[src/rtl/bfis_ctrl_pkg.sv]
// Shared definitions for the BFIS query controller: FSM state encoding,
// default geometry constants and the k clamping helper.
package bfis_ctrl_pkg;

    localparam int unsigned DIM_DEF     = 8;
    localparam int unsigned K_MAX_DEF   = 16;
    localparam int unsigned TIMEOUT_DEF = 1024;

    typedef enum logic [2:0] {
        IDLE  = 3'd0,
        LOAD  = 3'd1,
        ISSUE = 3'd2,
        RUN   = 3'd3,
        ABORT = 3'd4,
        DRAIN = 3'd5
    } state_t;

    // A requested k of 0 still asks for one result; anything beyond the
    // buffer depth is limited to the depth.
    function automatic logic [15:0] clamp_k(input logic [15:0] k, input logic [15:0] kmax);
        if (k == '0) begin
            return 16'd1;
        end
        if (k > kmax) begin
            return kmax;
        end
        return k;
    endfunction

endpackage

[src/rtl/bfis_query_ctrl_if.sv]
// Host-side bundle of the query controller: query-word upload with its
// k / start-vertex configuration, and the result read-back handshake.
//   master : host (drives query words, accepts results)
//   slave  : controller
interface bfis_query_ctrl_if;

    logic        q_valid_in;
    logic        q_ready_out;
    logic [31:0] q_data_in;
    logic [15:0] cfg_k_in;
    logic [31:0] cfg_vertex_in;
    logic        res_valid_out;
    logic        res_ready_in;
    logic [31:0] res_data_out;
    logic        res_last_out;

    modport master (
        output q_valid_in, q_data_in, cfg_k_in, cfg_vertex_in, res_ready_in,
        input  q_ready_out, res_valid_out, res_data_out, res_last_out
    );

    modport slave (
        input  q_valid_in, q_data_in, cfg_k_in, cfg_vertex_in, res_ready_in,
        output q_ready_out, res_valid_out, res_data_out, res_last_out
    );

endinterface

[src/rtl/bfis_result_buf.sv]
// Result FIFO for one query: DEPTH x 32 storage with write pointer, read
// pointer and occupancy count. clr_i empties it at the start of a query.
//   clk_in / rst_in : clock, asynchronous active-low reset
//   clr_i           : synchronous flush (wins over write/read)
//   wr_en_i/wr_data_i : push one result
//   rd_en_i         : pop the head entry
//   rd_data_o       : head entry
//   count_o         : number of stored entries
module bfis_result_buf #(
    parameter int unsigned DEPTH = 16
) (
    input  logic                         clk_in,
    input  logic                         rst_in,
    input  logic                         clr_i,
    input  logic                         wr_en_i,
    input  logic [31:0]                  wr_data_i,
    input  logic                         rd_en_i,
    output logic [31:0]                  rd_data_o,
    output logic [$clog2(DEPTH+1)-1:0]   count_o
);

    localparam int unsigned PTR_W = (DEPTH > 1) ? $clog2(DEPTH) : 1;
    localparam int unsigned CNT_W = $clog2(DEPTH + 1);

    logic [31:0]      mem_q [DEPTH];
    logic [PTR_W-1:0] wptr_q, wptr_d;
    logic [PTR_W-1:0] rptr_q, rptr_d;
    logic [CNT_W-1:0] cnt_q, cnt_d;

    always_comb begin
        wptr_d = wptr_q;
        rptr_d = rptr_q;
        cnt_d  = cnt_q;
        if (clr_i) begin
            wptr_d = '0;
            rptr_d = '0;
            cnt_d  = '0;
        end else begin
            if (wr_en_i) begin
                wptr_d = (wptr_q == PTR_W'(DEPTH - 1)) ? '0 : wptr_q + 1'b1;
            end
            if (rd_en_i) begin
                rptr_d = (rptr_q == PTR_W'(DEPTH - 1)) ? '0 : rptr_q + 1'b1;
            end
            if (wr_en_i && !rd_en_i) begin
                cnt_d = cnt_q + 1'b1;
            end else if (rd_en_i && !wr_en_i) begin
                cnt_d = cnt_q - 1'b1;
            end
        end
    end

    always_ff @(posedge clk_in or negedge rst_in) begin
        if (!rst_in) begin
            wptr_q <= '0;
            rptr_q <= '0;
            cnt_q  <= '0;
        end else begin
            wptr_q <= wptr_d;
            rptr_q <= rptr_d;
            cnt_q  <= cnt_d;
        end
    end

    always_ff @(posedge clk_in) begin
        if (wr_en_i && !clr_i) begin
            mem_q[wptr_q] <= wr_data_i;
        end
    end

    assign rd_data_o = mem_q[rptr_q];
    assign count_o   = cnt_q;

endmodule

[src/rtl/bfis_query_ctrl.sv]
// BFIS query controller: collects a DIM-word query from the host, starts
// the search engine, buffers up to k results (with timeout abort) and
// streams them back to the host.
//   clk_in / rst_in       : clock, asynchronous active-low reset
//   host                  : host query/result handshake bundle (slave side)
//   eng_query_out/eng_vertex_out/eng_k_out : engine job description
//   eng_start_out/eng_abort_out : one-cycle engine strobes
//   eng_res_valid_in/eng_res_in/eng_done_in : engine result stream
//   busy_out/state_out/timeout_err_out/overflow_out/queries_done_out : status
module bfis_query_ctrl
    import bfis_ctrl_pkg::*;
#(
    parameter int unsigned DIM     = DIM_DEF,
    parameter int unsigned K_MAX   = K_MAX_DEF,
    parameter int unsigned TIMEOUT = TIMEOUT_DEF
) (
    input  logic                  clk_in,
    input  logic                  rst_in,
    bfis_query_ctrl_if.slave      host,
    output logic [DIM-1:0][31:0]  eng_query_out,
    output logic [31:0]           eng_vertex_out,
    output logic [15:0]           eng_k_out,
    output logic                  eng_start_out,
    output logic                  eng_abort_out,
    input  logic                  eng_res_valid_in,
    input  logic [31:0]           eng_res_in,
    input  logic                  eng_done_in,
    output logic                  busy_out,
    output logic [2:0]            state_out,
    output logic                  timeout_err_out,
    output logic                  overflow_out,
    output logic [15:0]           queries_done_out
);

    localparam int unsigned IDX_W = (DIM > 1) ? $clog2(DIM) : 1;
    localparam int unsigned RUN_W = (TIMEOUT > 1) ? $clog2(TIMEOUT) : 1;
    localparam int unsigned CNT_W = $clog2(K_MAX + 1);

    state_t               state_q, state_d;
    logic [IDX_W-1:0]     widx_q, widx_d;
    logic [DIM-1:0][31:0] query_q, query_d;
    logic [31:0]          vertex_q, vertex_d;
    logic [15:0]          k_q, k_d;
    logic [RUN_W-1:0]     run_q, run_d;
    logic                 tout_q, tout_d;
    logic                 ovf_q, ovf_d;
    logic [15:0]          qdone_q, qdone_d;

    logic                 buf_clr, buf_wr, buf_rd;
    logic [31:0]          buf_data;
    logic [CNT_W-1:0]     buf_cnt;
    logic                 q_fire;

    bfis_result_buf #(.DEPTH(K_MAX)) u_buf (
        .clk_in    (clk_in),
        .rst_in    (rst_in),
        .clr_i     (buf_clr),
        .wr_en_i   (buf_wr),
        .wr_data_i (eng_res_in),
        .rd_en_i   (buf_rd),
        .rd_data_o (buf_data),
        .count_o   (buf_cnt)
    );

    // Gated by reset so every output reads 0 while reset is held.
    assign host.q_ready_out = rst_in && (state_q == IDLE || state_q == LOAD);
    assign q_fire           = host.q_valid_in && host.q_ready_out;

    always_comb begin
        state_d  = state_q;
        widx_d   = widx_q;
        query_d  = query_q;
        vertex_d = vertex_q;
        k_d      = k_q;
        run_d    = run_q;
        tout_d   = tout_q;
        ovf_d    = ovf_q;
        qdone_d  = qdone_q;
        buf_clr  = 1'b0;
        buf_wr   = 1'b0;
        buf_rd   = 1'b0;

        unique case (state_q)
            IDLE, LOAD: begin
                if (q_fire) begin
                    query_d[widx_q] = host.q_data_in;
                    if (state_q == IDLE) begin
                        tout_d = 1'b0;
                        ovf_d  = 1'b0;
                    end
                    if (widx_q == IDX_W'(DIM - 1)) begin
                        k_d      = clamp_k(host.cfg_k_in, 16'(K_MAX));
                        vertex_d = host.cfg_vertex_in;
                        widx_d   = '0;
                        state_d  = ISSUE;
                    end else begin
                        widx_d  = widx_q + 1'b1;
                        state_d = LOAD;
                    end
                end
            end
            ISSUE: begin
                buf_clr = 1'b1;
                run_d   = '0;
                state_d = RUN;
            end
            RUN: begin
                // A result arriving with done is still captured.
                if (eng_res_valid_in) begin
                    if (16'(buf_cnt) < k_q) begin
                        buf_wr = 1'b1;
                    end else begin
                        ovf_d = 1'b1;
                    end
                end
                if (eng_done_in) begin
                    state_d = DRAIN;
                end else if (run_q == RUN_W'(TIMEOUT - 1)) begin
                    state_d = ABORT;
                end else begin
                    run_d = run_q + 1'b1;
                end
            end
            ABORT: begin
                tout_d  = 1'b1;
                state_d = DRAIN;
            end
            DRAIN: begin
                if (buf_cnt == '0) begin
                    state_d = IDLE;
                    qdone_d = qdone_q + 16'd1;
                end else if (host.res_ready_in) begin
                    buf_rd = 1'b1;
                    if (buf_cnt == CNT_W'(1)) begin
                        state_d = IDLE;
                        qdone_d = qdone_q + 16'd1;
                    end
                end
            end
            default: state_d = IDLE;
        endcase
    end

    always_ff @(posedge clk_in or negedge rst_in) begin
        if (!rst_in) begin
            state_q  <= IDLE;
            widx_q   <= '0;
            query_q  <= '0;
            vertex_q <= '0;
            k_q      <= '0;
            run_q    <= '0;
            tout_q   <= 1'b0;
            ovf_q    <= 1'b0;
            qdone_q  <= '0;
        end else begin
            state_q  <= state_d;
            widx_q   <= widx_d;
            query_q  <= query_d;
            vertex_q <= vertex_d;
            k_q      <= k_d;
            run_q    <= run_d;
            tout_q   <= tout_d;
            ovf_q    <= ovf_d;
            qdone_q  <= qdone_d;
        end
    end

    assign host.res_valid_out = (state_q == DRAIN) && (buf_cnt != '0);
    assign host.res_data_out  = host.res_valid_out ? buf_data : '0;
    assign host.res_last_out  = host.res_valid_out && (buf_cnt == CNT_W'(1));

    assign eng_query_out    = query_q;
    assign eng_vertex_out   = vertex_q;
    assign eng_k_out        = k_q;
    assign eng_start_out    = (state_q == ISSUE);
    assign eng_abort_out    = (state_q == ABORT);
    assign busy_out         = (state_q != IDLE);
    assign state_out        = state_q;
    assign timeout_err_out  = tout_q;
    assign overflow_out     = ovf_q;
    assign queries_done_out = qdone_q;

endmodule
[src/flat_wrapper.sv]
// flat-port wrapper written by rule: the top's interface ports become plain ports
module bfis_query_ctrl_flat import bfis_ctrl_pkg::*;
#(
    parameter int unsigned DIM     = DIM_DEF,
    parameter int unsigned K_MAX   = K_MAX_DEF,
    parameter int unsigned TIMEOUT = TIMEOUT_DEF
)
  (clk_in, rst_in, eng_query_out, eng_vertex_out, eng_k_out, eng_start_out, eng_abort_out, eng_res_valid_in, eng_res_in, eng_done_in, busy_out, state_out, timeout_err_out, overflow_out, queries_done_out, host_q_valid_in, host_q_data_in, host_cfg_k_in, host_cfg_vertex_in, host_res_ready_in, host_q_ready_out, host_res_valid_out, host_res_data_out, host_res_last_out);
  bfis_query_ctrl_if host_i ();
  input  logic clk_in;
  input  logic rst_in;
  output logic [DIM-1:0][31:0] eng_query_out;
  output logic [31:0] eng_vertex_out;
  output logic [15:0] eng_k_out;
  output logic eng_start_out;
  output logic eng_abort_out;
  input  logic eng_res_valid_in;
  input  logic [31:0] eng_res_in;
  input  logic eng_done_in;
  output logic busy_out;
  output logic [2:0] state_out;
  output logic timeout_err_out;
  output logic overflow_out;
  output logic [15:0] queries_done_out;
  input wire logic [$bits(host_i.q_valid_in)-1:0] host_q_valid_in;
  input wire logic [$bits(host_i.q_data_in)-1:0] host_q_data_in;
  input wire logic [$bits(host_i.cfg_k_in)-1:0] host_cfg_k_in;
  input wire logic [$bits(host_i.cfg_vertex_in)-1:0] host_cfg_vertex_in;
  input wire logic [$bits(host_i.res_ready_in)-1:0] host_res_ready_in;
  output wire logic [$bits(host_i.q_ready_out)-1:0] host_q_ready_out;
  output wire logic [$bits(host_i.res_valid_out)-1:0] host_res_valid_out;
  output wire logic [$bits(host_i.res_data_out)-1:0] host_res_data_out;
  output wire logic [$bits(host_i.res_last_out)-1:0] host_res_last_out;
  assign host_i.q_valid_in = host_q_valid_in;
  assign host_i.q_data_in = host_q_data_in;
  assign host_i.cfg_k_in = host_cfg_k_in;
  assign host_i.cfg_vertex_in = host_cfg_vertex_in;
  assign host_i.res_ready_in = host_res_ready_in;
  assign host_q_ready_out = host_i.q_ready_out;
  assign host_res_valid_out = host_i.res_valid_out;
  assign host_res_data_out = host_i.res_data_out;
  assign host_res_last_out = host_i.res_last_out;
  bfis_query_ctrl #(.DIM(DIM), .K_MAX(K_MAX), .TIMEOUT(TIMEOUT)) u_core (.clk_in(clk_in), .rst_in(rst_in), .host(host_i), .eng_query_out(eng_query_out), .eng_vertex_out(eng_vertex_out), .eng_k_out(eng_k_out), .eng_start_out(eng_start_out), .eng_abort_out(eng_abort_out), .eng_res_valid_in(eng_res_valid_in), .eng_res_in(eng_res_in), .eng_done_in(eng_done_in), .busy_out(busy_out), .state_out(state_out), .timeout_err_out(timeout_err_out), .overflow_out(overflow_out), .queries_done_out(queries_done_out));
endmodule
[config.mk]
export PLATFORM = sky130hd
export DESIGN_NAME = bfis_query_ctrl_flat
export DESIGN_NICKNAME = d
export VERILOG_FILES = /design/src/rtl/bfis_ctrl_pkg.sv /design/src/rtl/bfis_query_ctrl_if.sv /design/src/rtl/bfis_result_buf.sv /design/src/rtl/bfis_query_ctrl.sv /design/src/flat_wrapper.sv
export SDC_FILE = /design/constraint.sdc
export NUM_CORES = 1
export LEC_CHECK = 0
export ABC_CLOCK_PERIOD_IN_PS = 10600
export CORE_MARGIN = 2
export CORE_UTILIZATION = 45
export CTS_CLUSTER_SIZE = 14
export DETAILED_ROUTE_END_ITERATION = 6
export DONT_BUFFER_PORTS = 1
export SETUP_SLACK_MARGIN = 0.15
export SLEW_MARGIN = 20
export SYNTH_ARGS = -nofsm -noshare
export SYNTH_HDL_FRONTEND = slang
export SYNTH_HIERARCHICAL = 1
export SYNTH_SLANG_ARGS = --single-unit
[constraint.sdc]
create_clock -name clk_in -period 10.6 [get_ports clk_in]
set_clock_uncertainty 0.15 [all_clocks]
set_input_delay 1.06 -clock clk_in [delete_from_list [all_inputs] [get_ports clk_in]]
set_output_delay 1.06 -clock clk_in [all_outputs]
set_load 0.02 [all_outputs]
==> results of run 1 <==
worst paths after layout:
kind | from | endpoint | slack [ns]
setup / recovery | u_core/u_buf/rptr_q[0]$_DFFE_PN0P_ | host_res_data_out[21] | 5.25
hold / removal | rst_in | u_core/eng_query_out[92]$_DFFE_PN0P_ | 0.11
setup reg to reg | u_core/eng_k_out[3]$_DFFE_PN0P_ | u_core/u_buf/mem_q[0][26]$_DFFE_PP_ | 6.26
hold reg to reg | u_core/run_q[3]$_DFFE_PN0P_ | u_core/run_q[3]$_DFFE_PN0P_ | 0.36
max in group asynchronous | rst_in | u_core/eng_query_out[218]$_DFFE_PN0P_ | 9.04
min in group clk_in | u_core/run_q[3]$_DFFE_PN0P_ | u_core/run_q[3]$_DFFE_PN0P_ | 0.36
worst max-delay path, delay by kind of cell (launching register included):
family	cells	cell delay, ns
flip-flops	1	0.87
multiplexers	1	0.60
AND/OR/NAND/NOR	2	0.41
buffers and inverters	2	1.43
AO/OA/AOI/OAI	1	0.20
timing repair:
item	CTS	global route
buffers inserted	0	0
hold buffers	2	0
endpoints found under the hold margin	331	0
gates resized for setup	0	0
layout make-up:
class | count | area (µm²)
flip-flops and latches | 863 | 24200
diodes | 3 | 7.51
clock buffers | 124 | 2570
clock inverters | 45 | 339
multi-input cells | 940 | 9260
inverters | 11 | 41.3
fillers | 5977 | 36600
well taps | 969 | 1210
repair buffers | 36 | 350
report_power, final:
| part | total, W | switching (W) | internal [W] |
|---|---|---|---|
| combinational | 0.00171 | 0.000794 | 0.000916 |
| clock | 0.00306 | 0.00128 | 0.00178 |
| sequential | 0.00536 | 0.00123 | 0.00412 |
| total | 0.0101 | 0.00331 | 0.00682 |
logic make-up (layout without fill, tap and decap cells):
family / after synthesis / in the layout
flops: 863 / 863
mux: 492 / 492
simple gates: 233 / 233
compound gates: 177 / 177
buf+inv: 110 / 216
xor+xnor: 20 / 20
fa+ha+maj: 18 / 18
other cells: 0 / 3
metal layers:
layer | track usage | vias to the layer above | share of wire
met1 | 0.261 | 9193 | 0.40
met3 | 0.0593 | 133 | 0.078
met4 | 0.0659 | 4 | 0.028
met2 | 0.353 | 602 | 0.50
li1 | - | 7490 | -
met5 | 0.00876 | - | 0.0014
cells in the final DEF, fill, tap and decap left out, drive strengths merged, types with 10 or more instances in the layout:
master	count
xnor2	15
mux4	64
clkinv	30
nor2	38
buf	36
mux2i	134
clkbuf	124
and2	48
o21ai	41
mux2	294
a21oi	15
edfxtp	512
nand2b	10
ha	17
a221oi	67
nand3	14
inv	20
dfrtp	351
a22oi	32
nand2	70
registers in the layout, indices dropped and copies added (netlist names):
register / flops
u_core/eng_k_out: 16
u_core/eng_query_out: 256
u_core/eng_vertex_out: 32
u_core/overflow_out: 1
u_core/queries_done_out: 16
u_core/run_q: 10
u_core/state_out: 3
u_core/timeout_err_out: 1
u_core/u_buf/count_o: 5
u_core/u_buf/mem_q: 512
u_core/u_buf/rptr_q: 4
u_core/u_buf/wptr_q: 4
u_core/widx_q: 3
stage by stage:
stage	area (µm²)	std cells	setup WS, ns	util
CTS	37900	2986	4.82	0.508
detailed placement	34900	2815	5.51	0.468
floorplan	33900	1913	5.88	-
global placement	34900	2815	5.53	0.468
finish	38000	2991	5.25	0.509
global route	37900	2990	4.89	0.509
==> qor.yml, run 1 <==
timing:
  hold_viol_final: 0
  timing.hold.ws_ns: 0.112
  rsz0062_at_grt: "false"
  max_freq_ghz: 0.187
  relSlewSlack: 0.279
  report.final.slew_viol_count: 0
  fin_crit_ns: 5.35
  tns_ns: 0
  setup_viol: 0
  worst_slew_pin_slew_ns: 1.08
  finalCritPeriodShare: 0.505
worst_setup_path:
  cp_cell_sequence: "buf_4, buf_6, mux4_2, a22oi_1, nand2_1, and2_1"
  path_class: "flip-flop to primary output"
  slowest_delay_ns: 0.87
  r2r_cells: 9
  path_max_fanout: 62
  start_kind: "flip-flop"
  arrival_ns: 4.14
  endpoint_kind: "primary output"
  cp.required_ns: 9.39
  slowest_stage: "dfrtp_4"
route:
  ant_nets: 0
  dr.pass1.iters: 5
  drt-initial-drc-count: 1332
  vias_per_cell: 5.82
  vias: 17422
  drc: 0
  avgRoutedWirePerCell_um: 27.5
  routed_wl_um: 82100
clock_tree:
  insertion_delay_ns: 0.62
  clock_sinks: 863
  root_buffer: "clkbuf_16"
  cts_buffer_depth: 3
  cts_tree: "done"
  cts_buffers: 90
  htree_levels: 3
  clkSlewWorstSetupHoldPaths_ns: 0.06
logic_synthesis:
  synth-edff-count: 512
  yosys.area_share.xor_xnor: 0.00516
  synth_top_area_frac: 0.453
  yosysTopAreaCell: "edfxtp_1"
  synth_seq_area_share: 0.712
  synth_top_family_by_area: "multiplexers"
  synth_common_cells: "edfxtp_1 (512), dfrtp_1 (351), mux2_2 (281)"
  synthesis.area_mm2: 0.0339
  synth-simple-area-share: 0.0388
  synthAdderAreaFrac: 0.00686
  avgSynthCellArea_um2: 17.7
  yosysUniqueCellTypes: 67
  synth_mux_area_frac: 0.180
  synthFlopType: "edfxtp_1"
  ys_seq_elements: 863
  synth.area.top_cells: "edfxtp_1 (45%), dfrtp_1 (26%), mux2_2 (9.3%), mux4_2 (4.1%), mux2i_1 (4.0%)"
  yosys_warnings: 6
  synth-compound-area-share: 0.0381
  syn_inst: 1913
  yosysMostFrequentCell: "edfxtp_1"
  syn_nets: 2049
  async_flop_share: 0.407
die:
  dieWidth_um: 279
  dieArea_mm2: 0.0776
  ios: 481
  die_y_um: 279
  start_util: 0.455
  row_count: 100
  core_mm2: 0.0746
run:
  drv_cap: 0
finish:
  area_growth_pct: 11.9
  drive_above_1_share: 0.275
  final_nets: 2078
place:
  dp_hpwl_um: 48100
  place_congestion: 0.873
  port_buffers: 0
power_and_ir_drop:
  totalPowerFinal_w: 0.0101
  power.density_mw_per_mm2: 267
  ir_worst_vdd_mv: 0.138
  p_leak_nw: 14.2
grt:
  grt_overflow: 0
  grt_pass1_wl_um: 121000
  grt.total_usage: 0.209
  antenna_found_initial: 5
  first_global_vias: 17918
  grt_max_degree: 332
hold_path:
  hold_path_class: "primary input to asynchronous set/reset pin"
run_status:
  status: "finished clean"
No activity file was read; power rests on OpenSTA's default activity.
==> inputs of run 2 (changes only) <==
ABC_AREA = 1   (was unset)
ABC_CLOCK_PERIOD_IN_PS = 4600   (was 10600)
clock period = 4.6 ns   (was 10.6 ns; I/O delays follow)
==> qor.yml, run 2 <==
run_status:
  status: "complete, but fails checks"
  violations: "negative hold slack"
logic_synthesis:
  yosysUniqueCellTypes: 36  # -46%
  synth_common_cells: "nand2_1 (1,232), edfxtp_1 (512), nor2_1 (449)"
  synth-edff-count: 512  # unchanged
  syn_nets: 3778  # +84%
  synth.area.top_cells: "edfxtp_1 (42%), dfrtp_1 (24%), nand2_1 (13%), nor2_1 (4.7%), nand3_1 (3.3%)"
  yosysTopAreaCell: "edfxtp_1"
  yosys_warnings: 6  # unchanged
  syn_inst: 3642  # +90%
  async_flop_share: 0.407  # unchanged
  avgSynthCellArea_um2: 9.95  # -44%
  synthFlopType: "edfxtp_1"
  synthesis.area_mm2: 0.0362  # +6.8%
  yosysMostFrequentCell: "nand2_1"
  ys_seq_elements: 863  # unchanged
  synth_top_area_frac: 0.424  # -0.0290
  synth_seq_area_share: 0.667  # -0.0455
power_and_ir_drop:
  power.density_mw_per_mm2: 559  # +110%
  ir_worst_vdd_mv: 0.296  # +110%
  p_leak_nw: 17.8  # +25%
place:
  dp_hpwl_um: 58500  # +21%
  dp.cells: 4569  # +62%
  place_congestion: 0.810  # -7.2%
  place_ws_ns: 0.909  # -4.60 ns
  port_buffers: 0  # unchanged
clock_tree:
  cts_buffer_depth: 3  # unchanged
  ctsResizeCount: 0  # unchanged
  cts_tree: "done"
  htree_levels: 3  # unchanged
  insertion_delay_ns: 0.63  # about the same
  root_buffer: "clkbuf_16"
  post_cts_buffers: 0  # unchanged
  clock_sinks: 863  # unchanged
  cts_buffers: 93  # +3.3%
  clkSlewWorstSetupHoldPaths_ns: 0.07  # about the same
  hold_buffers: 97  # +95
timing:
  finalWorstSetupSlack_ns: 0.596  # -4.65 ns
  timing.hold.ws_ns: -0.634  # -0.746 ns
  report.final.slew_viol_count: 0  # unchanged
  finalCritPeriodShare: 0.870
  relSlewSlack: 0.312  # +0.0333
  fin_crit_ns: 4.00
  worst_slew_pin_slew_ns: 1.03  # -0.0461 ns
  hold_viol_final: 351  # +351
  setup_viol: 0  # unchanged
  tns_ns: 0  # unchanged
  max_freq_ghz: 0.250
  rsz0062_at_grt: "false"
grt:
  grt_overflow: 0  # unchanged
  grt_pass1_wl_um: 141000  # +17%
  grt.total_usage: 0.223  # +0.0135
  antenna_found_initial: 11  # +6
  grt_max_degree: 353  # +6.3%
  first_global_vias: 22898  # +28%
finish:
  area_growth_pct: 13.7
  layout_commonest_cell: "nand2_1"
  drive_above_1_share: 0.0702  # -0.205
  largest_register_ffs: 512  # unchanged
  final_nets: 3837  # +85%
  top_register: "u_core/u_buf/mem_q"
  mostFrequentLayoutCells: "nand2_1 (1,231), edfxtp_1 (512), nor2_1 (432)"
  nFillCells: 7262  # +21%
  utilization: 0.514  # +0.00497
  final_cells: 4848  # +62%
route:
  vias: 24408  # +40%
  drc: 0  # unchanged
  drt-initial-drc-count: 2041  # +53%
  avgRoutedWirePerCell_um: 19.6  # -29%
  routed_wl_um: 94900  # +16%
  dr.pass1.iters: 6  # +1
  ant_nets: 0  # unchanged
  vias_per_cell: 5.03  # -14%
worst_setup_path:
  crit_start: "u_core/u_buf/rptr_q[0]$_DFFE_PN0P_"
  crit_top_cell: "nand2_1"
  slowest_delay_ns: 0.61  # -0.26 ns
  path_class: "flip-flop to primary output"
  path_max_fanout: 71  # +15%
  cp_cell_sequence: "buf_4, buf_4, nand2_1, nand3_1, nand2_1, nor2_1, nand2_1, nand2_1, inv_1, nor2_1"
  start_kind: "flip-flop"
  r2r_start: "u_core/eng_k_out[3]$_DFFE_PN0P_"
  arrival_ns: 3.39  # -0.75 ns
  cp.required_ns: 3.99  # -5.40 ns
  slowest_stage: "buf_4"
  endpoint_kind: "primary output"
  reg2reg_setup_slack_ns: 0.92  # -5.34 ns
die:
  start_util: 0.452  # -0.00278
  dieWidth_um: 288  # +3.3%
  dieArea_mm2: 0.0828  # +6.7%
  row_count: 104  # +4.0%
  ios: 481  # unchanged
  core_mm2: 0.0802  # +7.5%
  die_y_um: 288  # +3.3%
hold_path:
  hold_path_class: "primary input to asynchronous set/reset pin"
run:
  drv_cap: 0  # unchanged
-- run 2: cells by family (layout without fill, tap and decap cells) --
group,after synthesis,after routing,share of synthesized area
buf+inv,495,630,0.0613
xor+xnor,16,16,0.00387
other cells,0,11,0
flops,863,863,0.667
fa+ha+maj,18,18,0.00642
simple gates,1958,1958,0.217
compound gates,292,292,0.0450
-- run 2: routing by layer --
metal | wire length, µm | GRT usage | vias to the layer above
li1 | - | - | 11822
met1 | 38100 | 0.281 | 11596
met2 | 46200 | 0.373 | 793
met3 | 6920 | 0.0475 | 195
met4 | 3600 | 0.0921 | 2
met5 | 7 | 0 | -
-- run 2: path summary, 6_finish.rpt --
path	endpoint	depth (start not counted)
worst max-delay path	host_res_data_out[9]	10
min in group clk_in	u_core/eng_query_out[72]$_DFFE_PN0P_	2
worst max register to register	u_core/u_buf/mem_q[6][26]$_DFFE_PP_	13
max in group asynchronous	u_core/u_buf/rptr_q[1]$_DFFE_PN0P_	0
worst min-delay path	u_core/eng_query_out[114]$_DFFE_PN0P_	0
worst min register to register	u_core/run_q[1]$_DFFE_PN0P_	2
-- run 2: where the power goes --
group          switching [W]  internal [W]  leakage, nW  total (W)
combinational        0.00201       0.00108         7.34    0.00309
clock                0.00310       0.00446         1.53    0.00757
sequential           0.00281       0.00955         8.88     0.0124
total                0.00793        0.0151         17.8     0.0230
-- run 2: per-stage QoR --
stage | instance area (µm²) | hold WS, ns | power, W
6_report | 41200 | -0.634 | 0.0230
5_1_grt | 41200 | -0.674 | 0.0241
4_1_cts | 41200 | -0.676 | 0.0232
3_5_place_dp | 37100 | 0.0213 | 0.0155
3_3_place_gp | 37100 | 0.0212 | 0.0154
2_1_floorplan | 36200 | 0.0144 | 0.0144
-- run 2: worst max-delay path: cells and delay by family (launching register included) --
| family | cells | cell delay, ns |
|---|---|---|
| buffers and inverters | 3 | 1.25 |
| DFF | 1 | 0.47 |
| and+or+nand+nor | 7 | 0.97 |
-- run 2: cell type report --
| cell class | count | area, µm² | area share |
|---|---|---|---|
| Antenna cell | 11 | 27.5 | 0.000668 |
| Clock inverter | 46 | 527 | 0.0128 |
| Timing Repair Buffer | 136 | 1350 | 0.0328 |
| Inverter | 323 | 1220 | 0.0296 |
| Tap cell | 1060 | 1330 | 0.0322 |
| Sequential cell | 863 | 24200 | 0.587 |
| Clock buffer | 125 | 2580 | 0.0626 |
| Multi-Input combinational cell | 2284 | 9990 | 0.243 |
